--- config.mk ---
export PLATFORM = sky130hd
export DESIGN_NAME = ahb_fifo_drain
export DESIGN_NICKNAME = d
export VERILOG_FILES = /design/src/rtl/ahb_drain_pkg.sv /design/src/rtl/ahb_drain_addr_gen.sv /design/src/rtl/ahb_fifo_drain.sv
export SDC_FILE = /design/constraint.sdc
export NUM_CORES = 1
export LEC_CHECK = 0
export CORE_ASPECT_RATIO = 0.8
export CORE_MARGIN = 1
export CORE_UTILIZATION = 45
export DETAILED_ROUTE_END_ITERATION = 8
export PLACE_DENSITY = 0.8
export SYNTH_ARGS = -nofsm -noshare
export SYNTH_HDL_FRONTEND = slang
export SYNTH_SLANG_ARGS = --single-unit
--- constraint.sdc ---
create_clock -name HCLK -period 2.34 [get_ports HCLK]
set_input_delay 0.585 -clock HCLK [delete_from_list [all_inputs] [get_ports HCLK]]
set_output_delay 0.585 -clock HCLK [all_outputs]
set_load 0.01 [all_outputs]
--- src/rtl/ahb_drain_pkg.sv ---
// Shared types and constants for the FIFO-to-AHB-Lite drain stage.
package ahb_drain_pkg;

   // AHB-Lite transfer types.
   typedef enum logic [1:0] {
      HTRANS_IDLE   = 2'b00,
      HTRANS_BUSY   = 2'b01,
      HTRANS_NONSEQ = 2'b10,
      HTRANS_SEQ    = 2'b11
   } htrans_t;

   // Drain controller states: one pop, one single write, strictly sequential.
   typedef enum logic [2:0] {
      ST_IDLE  = 3'd0,
      ST_POP   = 3'd1,
      ST_FETCH = 3'd2,
      ST_ADDR  = 3'd3,
      ST_DATA  = 3'd4,
      ST_ERR   = 3'd5
   } drain_state_t;

   localparam logic [2:0] HSIZE_WORD    = 3'b010;
   localparam logic [2:0] HBURST_SINGLE = 3'b000;
   localparam logic       HRESP_OKAY    = 1'b0;
   localparam logic       HRESP_ERROR   = 1'b1;

endpackage

--- src/rtl/ahb_drain_addr_gen.sv ---
// Write-address generator for the drain stage.
// Holds the next write address; steps by one word on each advance strobe.
// Build option AHB_DRAIN_WRAP_EN: wrap back to the base after WORDS words
// (circular window); otherwise the address runs linearly modulo 2^ADDR_W.
module ahb_drain_addr_gen #(
   parameter int unsigned       ADDR_W    = 32,
   parameter logic [ADDR_W-1:0] BASE_ADDR = '0,
   parameter int unsigned       WORDS     = 10
) (
   input  logic              clk,
   input  logic              srst,
   input  logic              advance,
   output logic [ADDR_W-1:0] addr
);

   // Base is forced word aligned so the low address bits are always zero.
   localparam logic [ADDR_W-1:0] BASE_ALIGNED = {BASE_ADDR[ADDR_W-1:2], 2'b00};
   localparam logic [ADDR_W-1:0] WORD_STEP    = ADDR_W'(4);

   // A zero-sized window is meaningless in either build.
   if (WORDS == 0) begin : g_words_check
      $error("ahb_drain_addr_gen: WORDS must be nonzero");
   end

`ifdef AHB_DRAIN_WRAP_EN
   localparam logic [ADDR_W-1:0] LAST_ADDR = BASE_ALIGNED + ADDR_W'(4 * (WORDS - 1));
`endif

   logic [ADDR_W-1:0] addr_q;

   // Address register: base on reset, one word forward per completed write.
   always_ff @(posedge clk) begin
      if (srst) begin
         addr_q <= BASE_ALIGNED;
      end else if (advance) begin
`ifdef AHB_DRAIN_WRAP_EN
         if (addr_q == LAST_ADDR) begin
            addr_q <= BASE_ALIGNED;
         end else begin
            addr_q <= addr_q + WORD_STEP;
         end
`else
         addr_q <= addr_q + WORD_STEP;
`endif
      end
   end

   assign addr = addr_q;

endmodule

--- src/rtl/ahb_fifo_drain.sv ---
// FIFO drain stage: pops one FIFO entry at a time and writes it to memory
// as an AHB-Lite single word WRITE, with one transfer in flight.
// Build option AHB_DRAIN_WRAP_EN (see ahb_drain_addr_gen) selects a
// circular address window of WORDS words instead of a linear address.
module ahb_fifo_drain
   import ahb_drain_pkg::*;
#(
   parameter int unsigned       DATA_W    = 4,
   parameter int unsigned       ADDR_W    = 32,
   parameter logic [ADDR_W-1:0] BASE_ADDR = '0,
   parameter int unsigned       WORDS     = 10,
   parameter int unsigned       CNT_W     = 16
) (
   input  logic              HCLK,
   input  logic              HRESET,
   input  logic              enable,
   input  logic              err_clr,
   output logic              fifo_req,
   input  logic [DATA_W-1:0] fifo_data,
   input  logic              fifo_valid,
   output logic [ADDR_W-1:0] HADDR,
   output logic [1:0]        HTRANS,
   output logic              HWRITE,
   output logic [2:0]        HSIZE,
   output logic [2:0]        HBURST,
   output logic [31:0]       HWDATA,
   input  logic              HREADY,
   input  logic              HRESP,
   output logic [CNT_W-1:0]  done_count,
   output logic              err
);

   if (DATA_W > 32) begin : g_width_check
      $error("ahb_fifo_drain: DATA_W must fit in HWDATA");
   end

   drain_state_t      state_reg, state_next;
   logic [DATA_W-1:0] wdata_q;
   logic [CNT_W-1:0]  done_count_reg;
   logic              err_reg;
   logic              write_okay;
   logic              write_error;

   // A write finishes OKAY on the ready cycle of its data phase; an error
   // is taken on the first ERROR cycle, whatever HREADY says.
   assign write_okay  = (state_reg == ST_DATA) && HREADY && (HRESP == HRESP_OKAY);
   assign write_error = (state_reg == ST_DATA) && (HRESP == HRESP_ERROR);

   ahb_drain_addr_gen #(
      .ADDR_W    (ADDR_W),
      .BASE_ADDR (BASE_ADDR),
      .WORDS     (WORDS)
   ) u_addr_gen (
      .clk     (HCLK),
      .srst    (HRESET),
      .advance (write_okay),
      .addr    (HADDR)
   );

   // State register.
   always_ff @(posedge HCLK) begin
      if (HRESET) begin
         state_reg <= ST_IDLE;
      end else begin
         state_reg <= state_next;
      end
   end

   // Next-state and bus/FIFO strobes decoded from the current state.
   always_comb begin
      state_next = state_reg;
      fifo_req   = 1'b0;
      HTRANS     = HTRANS_IDLE;
      HWRITE     = 1'b0;
      case (state_reg)
         ST_IDLE: begin
            if (enable && !err_reg) begin
               state_next = ST_POP;
            end
         end
         ST_POP: begin
            fifo_req   = 1'b1;
            state_next = ST_FETCH;
         end
         ST_FETCH: begin
            // An empty FIFO returns valid=0: give up quietly and retry later.
            state_next = fifo_valid ? ST_ADDR : ST_IDLE;
         end
         ST_ADDR: begin
            HTRANS = HTRANS_NONSEQ;
            HWRITE = 1'b1;
            if (HREADY) begin
               state_next = ST_DATA;
            end
         end
         ST_DATA: begin
            if (write_error) begin
               state_next = ST_ERR;
            end else if (write_okay) begin
               state_next = enable ? ST_POP : ST_IDLE;
            end
         end
         ST_ERR: begin
            if (err_clr) begin
               state_next = ST_IDLE;
            end
         end
         default: state_next = ST_IDLE;
      endcase
   end

   // Capture the popped entry; it stays put through the whole data phase.
   always_ff @(posedge HCLK) begin
      if (HRESET) begin
         wdata_q <= '0;
      end else if ((state_reg == ST_FETCH) && fifo_valid) begin
         wdata_q <= fifo_data;
      end
   end

   // Count OKAY-completed writes; the counter wraps naturally.
   always_ff @(posedge HCLK) begin
      if (HRESET) begin
         done_count_reg <= '0;
      end else if (write_okay) begin
         done_count_reg <= done_count_reg + CNT_W'(1);
      end
   end

   // Sticky error: set by an ERROR response, released only by err_clr in ERR.
   always_ff @(posedge HCLK) begin
      if (HRESET) begin
         err_reg <= 1'b0;
      end else if (write_error) begin
         err_reg <= 1'b1;
      end else if ((state_reg == ST_ERR) && err_clr) begin
         err_reg <= 1'b0;
      end
   end

   assign HSIZE      = HSIZE_WORD;
   assign HBURST     = HBURST_SINGLE;
   assign HWDATA     = 32'(wdata_q);
   assign done_count = done_count_reg;
   assign err        = err_reg;

endmodule

Word-level counts from Yosys, hierarchy flattened
Index checks and enable logic that the tools add are counted.
W data, S select, Z words.
{ "word_totals": {"ff_bits": 56, "latchBits": 0, "ram_bits": 0, "rom_bits": 0, "in_bits": 11, "out_inout_bits": 91, "elab_cells": 40, "memories": 0} }
{ "classes": {"addsub": 2, "multipliers": 0, "n_div": 0, "n_lt_le_gt_ge": 0, "n_eq_ne": 9, "shift": 0, "mux": 13, "n_bitwise": 1, "reduce_logical": 10} }
{ "op_table": {"columns": ["operator", "count"], "rows": [
  ["$add A32 B3 Y32 const B", 1],
  ["$pmux W3 S6", 1],
  ["$add A16 B1 Y16 const B", 1],
  ["$mux W3", 5],
  ["$eq A3 B2 Y1 const B", 2],
  ["$eq A3 B3 Y1 const B", 2],
  ["$logic_and A1 B1 Y1", 6],
  ["$ne A2 B2 Y1 const B", 3],
  ["$mux W1", 5],
  ["$mux W2", 2],
  ["$reduce_and A4 Y1", 1],
  ["$eq A3 B1 Y1 const B", 1],
  ["$logic_not A3 Y1", 1],
  ["$ne A3 B2 Y1 const B", 1],
  ["$reduce_bool A2 Y1", 1],
  ["$logic_not A1 Y1", 1],
  ["$not A1 Y1", 1]
]} }

Logic depth before layout (Yosys ltp)
Gate-level depths: netlist of run 1.
{ "logic_depth": {"ltp_word": 6, "ltp_mapped": 7, "mapped_depth_nobuf": 5} }

By module
A second synthesis of run 1 with hierarchy kept.
{ "unflattened": {"hier_cells": 340, "hier_area_um2": 2965.3} }
{ "by_module_without_submodules": {"columns": ["mod", "instances", "cells_each", "area_each_um2", "seq_area_each_um2"], "rows": [
  ["ahb_drain_addr_gen", 1, 165, 1487.7, 600.6],
  ["ahb_fifo_drain", 1, 175, 1477.7, 480.5]
]} }

Worst setup path before layout of run 1
OpenSTA, ideal clock, no wires.
{ "synth_timing": {"path_type": "input to register", "from": "input port HRESP", "to": "register u_addr_gen.addr_q[12], in the netlist u_addr_gen.addr[12]", "setup_time_ns": 0.121, "t_arrival_ns": 1.867, "required_time_ns": 2.219, "path_slack_ns": 0.352, "cell_stages": 5, "path_buffers": 1, "cell_sequence": "nor4b_4 -> clkbuf_1 -> nand4_1 -> nor2_1 -> mux2_2"} }
{ "synth_via": {"elab_chain_len": 2} }
{ "synth_rtl": {"columns": ["element", "line", "source"], "rows": [
  ["start, declared", "ahb_fifo_drain.sv:28", "input logic HRESP,"],
  ["$not A1 Y1", "ahb_fifo_drain.sv:46", "assign write_okay = (state_reg == ST_DATA) && HREADY && (HRESP == HRESP_OKAY);"],
  ["$logic_and A1 B1 Y1", "ahb_fifo_drain.sv:46", null],
  ["end signal, assigned", "ahb_drain_addr_gen.sv:43", "addr_q <= addr_q + WORD_STEP;"],
  ["end, declared", "ahb_drain_addr_gen.sv:29", "logic [ADDR_W-1:0] addr_q;"]
]} }
Every way passes these cells.
A chain may end at the register's enable or synchronous reset.

Final worst setup path of run 1
{ "layout_timing": {"from": "register state_reg[2]", "to": "output port HWRITE"} }
{ "layout_via": {"elab_chain_len": 2} }
{ "layout_rtl": {"columns": ["element", "line", "source"], "rows": [
  ["start, declared", "ahb_fifo_drain.sv:37", "drain_state_t state_reg, state_next;"],
  ["start signal, assigned", "ahb_fifo_drain.sv:65", "state_reg <= state_next;"],
  ["$eq A3 B2 Y1", "ahb_fifo_drain.sv:75", "case (state_reg)"],
  ["$mux W1", "ahb_fifo_drain.sv:75", null],
  ["end, declared", "ahb_fifo_drain.sv:23", "output logic HWRITE,"]
]} }
Every way passes these cells.

==> flow_metrics.env, run 1 <==
export IMPL_outcome="completed"
export IMPL_rsz0062_at_grt="false"
export IMPL_clk_pin_slew_ps=90
export IMPL_max_stage_delay_ps=550
export IMPL_grt_max_degree=42
export IMPL_grt_total_usage_pct=20.0
export IMPL_fp_dieH_um=73.7
export IMPL_critPathKind="flip-flop to primary output"
export IMPL_core_area_sq_mm=0.00604
export IMPL_drt_wl_total_um=6740
export IMPL_nFillCells=544
export IMPL_yosysWarnings=0
export IMPL_numCtsBuffers=5
export IMPL_powerDensity_mw_per_mm2=536
export IMPL_syn_avg_cell_area_sq_um=8.38
export IMPL_holdWs_ps=491
export IMPL_cellLeakagePower_uw=0.00124
export IMPL_antenna_cells=0
export IMPL_netlist_instances=345
export IMPL_drc=0
export IMPL_yosys_top_cells_area="dfxtp_1 37%, buf_4 9.9%, a21oi_1 5.7%"
export IMPL_seq_area_frac_synth_pct=37.4
export IMPL_reg2regPathDepth=4
export IMPL_dpl_cell_area_sq_mm=0.00355
export IMPL_synth_simple_area_share_pct=27.7
export IMPL_route_met2_wl_um=3220
export IMPL_fin_nets=428
export IMPL_synth_compound_area_share_pct=15.2
export IMPL_fmax_mhz=452
export IMPL_hold_path_depth=2
export IMPL_synth_area_leader_cell="dfxtp_1"
export IMPL_r2r_start="u_addr_gen.addr[13]$_SDFFE_PP0P_"
export IMPL_viasPerCell=5.51
export IMPL_cts_tree="done"
export IMPL_first_pass_iters=4
export IMPL_layout_cells_non_filler=496
export IMPL_muxShareOfSynthArea_pct=1.77
export IMPL_std_cell_rows=25
export IMPL_synth_flop_cell="dfxtp_1"
export IMPL_cp_data_arrival_time_ps=1630
export IMPL_min_delay_worst_endpoint="u_addr_gen.addr[31]$_SDFFE_PP0P_"
export IMPL_overflow=0
export IMPL_cp_end_kind="primary output"
export IMPL_cp_start_kind="flip-flop"
export IMPL_cp_max_fo=9
export IMPL_largest_reg_flops=30
export IMPL_finClkSkew_ps=4.39
export IMPL_hold_start="u_addr_gen.addr[31]$_SDFFE_PP0P_"
export IMPL_synthArstFlopShare_pct=0
export IMPL_met1_length_um=3040
export IMPL_r2r_end="u_addr_gen.addr[27]$_SDFFE_PP0P_"
export IMPL_finalHoldViolCount=0
export IMPL_netlist_area_sq_mm=0.00289
export IMPL_fp_dieW_um=91.6
export IMPL_critPathRequiredTime_ps=1750
export IMPL_yosysUniqueCellTypes=40
export IMPL_clock_path_buffers=2
export IMPL_cp_slowest_cell="clkdlybuf4s50_1"
export IMPL_clock_sinks=54
export IMPL_ir_drop_v=0.000408
export IMPL_area_growth_pct=25.5
export IMPL_antenna_found_initial=0
export IMPL_drv_cap=0
export IMPL_period_share_pct=94.6
export IMPL_fin_crit_ps=2210
export IMPL_hold_class="flip-flop to flip-flop"
export IMPL_cts_root_buffer="clkbuf_8"
export IMPL_synth_edf_count=0
export IMPL_cts_setup_buffers=0
export IMPL_final_cell_area_sq_mm=0.00363
export IMPL_ioPinCount=102
export IMPL_reg2reg_slack_ps=250
export IMPL_path_cells="nor2b_2 -> and2_1 -> clkdlybuf4s50_1"
export IMPL_clk_latency_ps=300
export IMPL_synth_top_family_by_area="simple AND/OR/NAND/NOR gates"
export IMPL_synth_xor_area_share_pct=3.94
export IMPL_finalSetupViolCount=0
export IMPL_ys_ff_latch=54
export IMPL_wl_per_cell_um=13.6
export IMPL_yosysTopAreaCellShare_pct=37.4
export IMPL_dp_hpwl_um=4830
export IMPL_drive_above_1_share_pct=8.43
export IMPL_place_congestion=0.796
export IMPL_routed_wl_met3_um=374
export IMPL_multi_input_area_sq_mm=0.00157
export IMPL_dieArea_sq_mm=0.00675
export IMPL_h_tree_depth=2
export IMPL_io_buffers=64
export IMPL_final_max_slew_viol_count=0
export IMPL_ant_nets=0
export IMPL_seqCellArea_sq_mm=0.00108
export IMPL_grt_pass1_wl_um=10900
export IMPL_dp_cells=489
export IMPL_drt_iter0_markers=179
export IMPL_grt_pass1_vias=2446
export IMPL_start_util_pct=47.9
export IMPL_dr_max_layer_used="met4"
export IMPL_final_util_pct=60.1
export IMPL_synthAdderAreaFrac_pct=0.866
export IMPL_vias=2735
[per-layer routing]
layer | track usage (%) | vias up
met1 | 25.0 | 1300
met5 | 0 | -
met3 | 4.55 | 14
li1 | - | 1327
met4 | 7.58 | 0
met2 | 33.8 | 94
[worst max-delay path: cells and delay by family (launching register included)]
family / cells / cell delay [ps]
simple gates: 2 / 370
flops: 1 / 410
buf+inv: 1 / 550
[area by class of cell]
class / count / share of cell area [%]
Multi-Input combinational cell: 267 / 43.3
Sequential cell: 54 / 29.8
Timing Repair Buffer: 84 / 21.7
Tap cell: 81 / 2.79
Clock buffer: 7 / 2.10
Inverter: 3 / 0.310
[timing repair]
item,CTS,global route
setup endpoints to repair,0,3
hold buffers,0,0
resized for setup,0,2
[kinds of logic (layout without fill, tap and decap cells)]
kind of cell / Yosys count / in the layout
AOI/OAI and AO/OA: 72 / 72
muxes: 5 / 5
xor gates and xnor gates: 13 / 13
other: 2 / 37
buffers and inverters: 59 / 94
adders and majority gates: 2 / 2
DFF: 54 / 54
and+or+nand+nor: 138 / 138
[worst max path at each step]
stage | end | startpoint | cells past startpoint
after CTS | fifo_req | state_reg[0]$_SDFFE_PP0P_ | 2
after detailed placement | done_count[10]$_SDFFE_PP0P_ | HRESP | 6
after global routing | HWRITE | state_reg[2]$_SDFFE_PP0P_ | 3
after global placement | done_count[15]$_SDFFE_PP0P_ | HRESP | 6
final | HWRITE | state_reg[2]$_SDFFE_PP0P_ | 3
after floorplan | u_addr_gen.addr[12]$_SDFFE_PP0P_ | HRESP | 5
[cell usage after synthesis, types with 10 or more instances]
cell type  instances
dfxtp_1           54
buf_4             38
a21oi_1           33
nand2_1           22
nor2_1            22
o31ai_1           22
or4_1             21
nand3_1           18
clkbuf_1          16
nand4_1           14
xor2_1            12
o21ai_0           10
[where the power goes]
| part | leakage, uW | switching [uW] | internal [uW] |
|---|---|---|---|
| Combinational | 0.000768 | 204 | 209 |
| Sequential | 0.000436 | 72.9 | 962 |
| Clock | 0.0000383 | 288 | 207 |
[cells in the final DEF, fill, tap and decap left out, types with 3 or more instances in the layout]
cell type	count
conb_1	37
and2_1	5
nor2_1	22
buf_4	20
nand4_1	14
and3_1	6
o21ai_0	10
mux2i_1	4
clkdlybuf4s50_1	63
o31ai_1	22
clkbuf_8	5
or4_1	21
xor2_1	12
nand2b_1	3
or3_1	7
nand2_1	22
and4_1	4
dfxtp_1	53
inv_1	3
nand3_1	18
a21oi_1	33
nor2b_1	5
[metrics by stage]
stage / TNS (ps) / worst slack, ps / power, uW
global route: 0 / 60.9 / 2050
CTS: 0 / 46.9 / 1950
detailed placement: -1470 / -115 / 1460
finish: 0 / 126 / 1940
floorplan: 0 / 352 / 1350
global placement: -837 / -87.2 / 1440
Power figures use the tool's default switching activity.
==> run 2: changes to the inputs <==
--- a/config.mk
+++ b/config.mk
@@ -5,11 +5,13 @@
 export SDC_FILE = /design/constraint.sdc
 export NUM_CORES = 1
 export LEC_CHECK = 0
+export CAP_MARGIN = 10
 export CORE_ASPECT_RATIO = 0.8
 export CORE_MARGIN = 1
-export CORE_UTILIZATION = 45
+export CORE_UTILIZATION = 46
 export DETAILED_ROUTE_END_ITERATION = 8
-export PLACE_DENSITY = 0.8
+export PLACE_DENSITY = 0.81
 export SYNTH_ARGS = -nofsm -noshare
 export SYNTH_HDL_FRONTEND = slang
+export SYNTH_HIERARCHICAL = 1
 export SYNTH_SLANG_ARGS = --single-unit
==> run 2 against run 1 <==
Effect of this change:
- synthesized area grew 2.6%
- clock power grew 7.3%
- maximum frequency shrank 1.6%
- critical path depth grew 1
- worst setup slack lost 35 ps
- register-to-register slack lost 30 ps
- critical endpoint is now fifo_req
==> flow_metrics.env, run 2 <==
export IMPL_outcome="completed"
export IMPL_io_buffers=64
export IMPL_period_share_pct=96.1
export IMPL_finClkSkew_ps=3.64
export IMPL_final_cell_area_sq_mm=0.00373
export IMPL_hold_start="done_count[15]$_SDFFE_PP0P_"
export IMPL_place_congestion=0.849
export IMPL_grt_pass1_wl_um=10800
export IMPL_ioPinCount=102
export IMPL_synth_edf_count=0
export IMPL_grt_max_degree=27
export IMPL_cp_max_fo=8
export IMPL_ys_ff_latch=54
export IMPL_h_tree_depth=2
export IMPL_cp_start_kind="flip-flop"
export IMPL_reg2regPathDepth=8
export IMPL_fmax_mhz=445
export IMPL_drt_wl_total_um=6620
export IMPL_cts_root_buffer="clkbuf_8"
export IMPL_largest_reg_flops=30
export IMPL_grt_pass1_vias=2233
export IMPL_dp_hpwl_um=4640
export IMPL_hold_path_depth=2
export IMPL_yosysTopAreaCellShare_pct=36.5
export IMPL_critPathRequiredTime_ps=1750
export IMPL_yosysUniqueCellTypes=50
export IMPL_slew_headroom_pct=66.0
export IMPL_r2r_start="state_reg[0]$_SDFFE_PP0P_"
export IMPL_dpl_cell_area_sq_mm=0.00355
export IMPL_ant_nets=0
export IMPL_drive_above_1_share_pct=11.1
export IMPL_final_max_slew_viol_count=0
export IMPL_drv_cap=0
export IMPL_cellLeakagePower_uw=0.00136
export IMPL_clock_path_buffers=2
export IMPL_layout_commonest_cell="clkdlybuf4s50_1"
export IMPL_holdWs_ps=490
export IMPL_synth_common_cells="54 x dfxtp_1, 39 x buf_4, 31 x nor2_1, 27 x a21oi_1, 18 x nand2_1"
export IMPL_antenna_cells=0
export IMPL_ctsHoldBuffers=0
export IMPL_fin_nets=425
export IMPL_drt_iter0_markers=116
export IMPL_cp_end_kind="primary output"
export IMPL_worst_slack_ps=91.3
export IMPL_synth_flop_cell="dfxtp_1"
export IMPL_fp_dieW_um=91.8
export IMPL_wl_per_cell_um=13.4
export IMPL_clock_sinks=54
export IMPL_std_cell_rows=25
export IMPL_overflow=0
export IMPL_synth_area_leader_cell="dfxtp_1"
export IMPL_viasPerCell=5.25
export IMPL_area_growth_pct=25.7
export IMPL_hold_class="flip-flop to flip-flop"
export IMPL_cts_tree="done"
export IMPL_ir_drop_v=0.000271
export IMPL_syn_avg_cell_area_sq_um=8.72
export IMPL_most_common_layout_cells="61 x clkdlybuf4s50_1, 54 x dfxtp_1, 37 x conb_1, 30 x nor2_1, 27 x a21oi_1"
export IMPL_first_pass_iters=4
export IMPL_yosysMostFrequentCell="dfxtp_1"
export IMPL_r2r_end="u_addr_gen/addr[28]$_SDFFE_PP0P_"
export IMPL_seq_area_frac_synth_pct=36.5
export IMPL_cp_data_arrival_time_ps=1660
export IMPL_place_ws_ps=-564
export IMPL_start_util_pct=48.9
export IMPL_antenna_found_initial=0
export IMPL_netlist_area_sq_mm=0.00297
export IMPL_clk_pin_slew_ps=90
export IMPL_core_area_sq_mm=0.00607
export IMPL_clk_latency_ps=290
export IMPL_reg2reg_slack_ps=220
export IMPL_grt_total_usage_pct=19.7
export IMPL_synthArstFlopShare_pct=0
export IMPL_min_delay_worst_endpoint="done_count[15]$_SDFFE_PP0P_"
export IMPL_numCtsBuffers=5
export IMPL_yosys_top_cells_area="dfxtp_1 36%, buf_4 9.9%, a21oi_1 4.6%"
export IMPL_finalHoldViolCount=0
export IMPL_finalSetupViolCount=0
export IMPL_drc=0
export IMPL_dieArea_sq_mm=0.00677
export IMPL_fp_dieH_um=73.8
export IMPL_critPathKind="flip-flop to primary output"
export IMPL_vias=2593
export IMPL_powerDensity_mw_per_mm2=442
export IMPL_yosysWarnings=6
export IMPL_fin_crit_ps=2250
export IMPL_worst_slew_pin_slew_ps=510
export IMPL_netlist_instances=340
export IMPL_finalSetupTns_ps=0
export IMPL_rsz0062_at_grt="false"
run 2: cell types whose count changed after synthesis, sizes merged, moves of 4 or more:
cell,before,now
nand3,18,14
o31ai,22,12
and3,6,1
nor3,1,6
nand2,22,18
xor2,12,8
or4,22,13
nor2,22,31
xnor2,1,11
buf,40,50
clkbuf,16,5
a21oi,33,27
nor4,1,9
run 2: worst max path at each step:
| stage | from | end | slack [ps] |
|---|---|---|---|
| after floorplan | HREADY | u_addr_gen/addr[19]$_SDFFE_PP0P_ | -220 |
| after detailed placement | HREADY | u_addr_gen/addr[25]$_SDFFE_PP0P_ | -560 |
| final | state_reg[0]$_SDFFE_PP0P_ | fifo_req | 90 |
| after global routing | state_reg[0]$_SDFFE_PP0P_ | fifo_req | 0.5 |
| after global placement | HREADY | u_addr_gen/addr[24]$_SDFFE_PP0P_ | -530 |
| after CTS | HRESP | u_addr_gen/addr[31]$_SDFFE_PP0P_ | 20 |
run 2: report_power, final:
| part | internal [uW] | leakage (uW) | total, uW | switching (uW) |
|---|---|---|---|---|
| registers | 929 | 0.000435 | 937 | 8.07 |
| logic | 77.3 | 0.000876 | 179 | 101 |
| clock network | 240 | 0.0000482 | 531 | 291 |
run 2: layout make-up:
type	count	area [sq um]
tap	81	101
sequential	54	1080
clock inverter	1	5.00
timing repair buffer	87	856
inverter	6	22.5
multi-input combinational	258	1580
clock buffer	7	86.3
fill	533	2340
run 2: cell families (layout without fill, tap and decap cells):
family / after synthesis / in the layout / share of synthesized area, %
adders and majority gates: 2 / 2 / 0.844
buffers and inverters: 62 / 101 / 15.1
DFF: 54 / 54 / 36.5
other: 3 / 37 / 0.380
AOI/OAI and AO/OA: 58 / 58 / 12.2
xor gates and xnor gates: 19 / 19 / 5.61
and+or+nand+nor: 135 / 135 / 27.0
muxes: 7 / 7 / 2.45
run 2: metrics by stage:
stage          std cells  utilization [%]  total power [uW]
3_5_place_dp         482             58.6              1130
5_1_grt              494             61.4              1730
4_1_cts              494             61.4              1660
6_report             494             61.4              1650
3_3_place_gp         482             58.6              1130
2_1_floorplan        374                -              1120
run 2: repair_timing:
action | CTS | global route
resized for setup | 13 | 1
cloned | 2 | 0
setup endpoints to repair | 15 | 13
pin swaps | 11 | 1
endpoints found under the hold margin | 0 | 0
buffers inserted | 2 | 0
run 2: worst max-delay path, stage by stage, from the launching register on:
cell and delay, ps:
dfxtp_1 380, buf_4 170, inv_1 80, nor3_1 170, clkdlybuf4s50_1 560
run 2: per-layer routing:
metal	share of wire, %	track usage (%)	up-vias
li1	-	-	1295
met1	49	27.7	1220
met2	46	32.1	76
met3	4.9	3.31	2
met4	0.47	4.17	0
met5	0	0	-
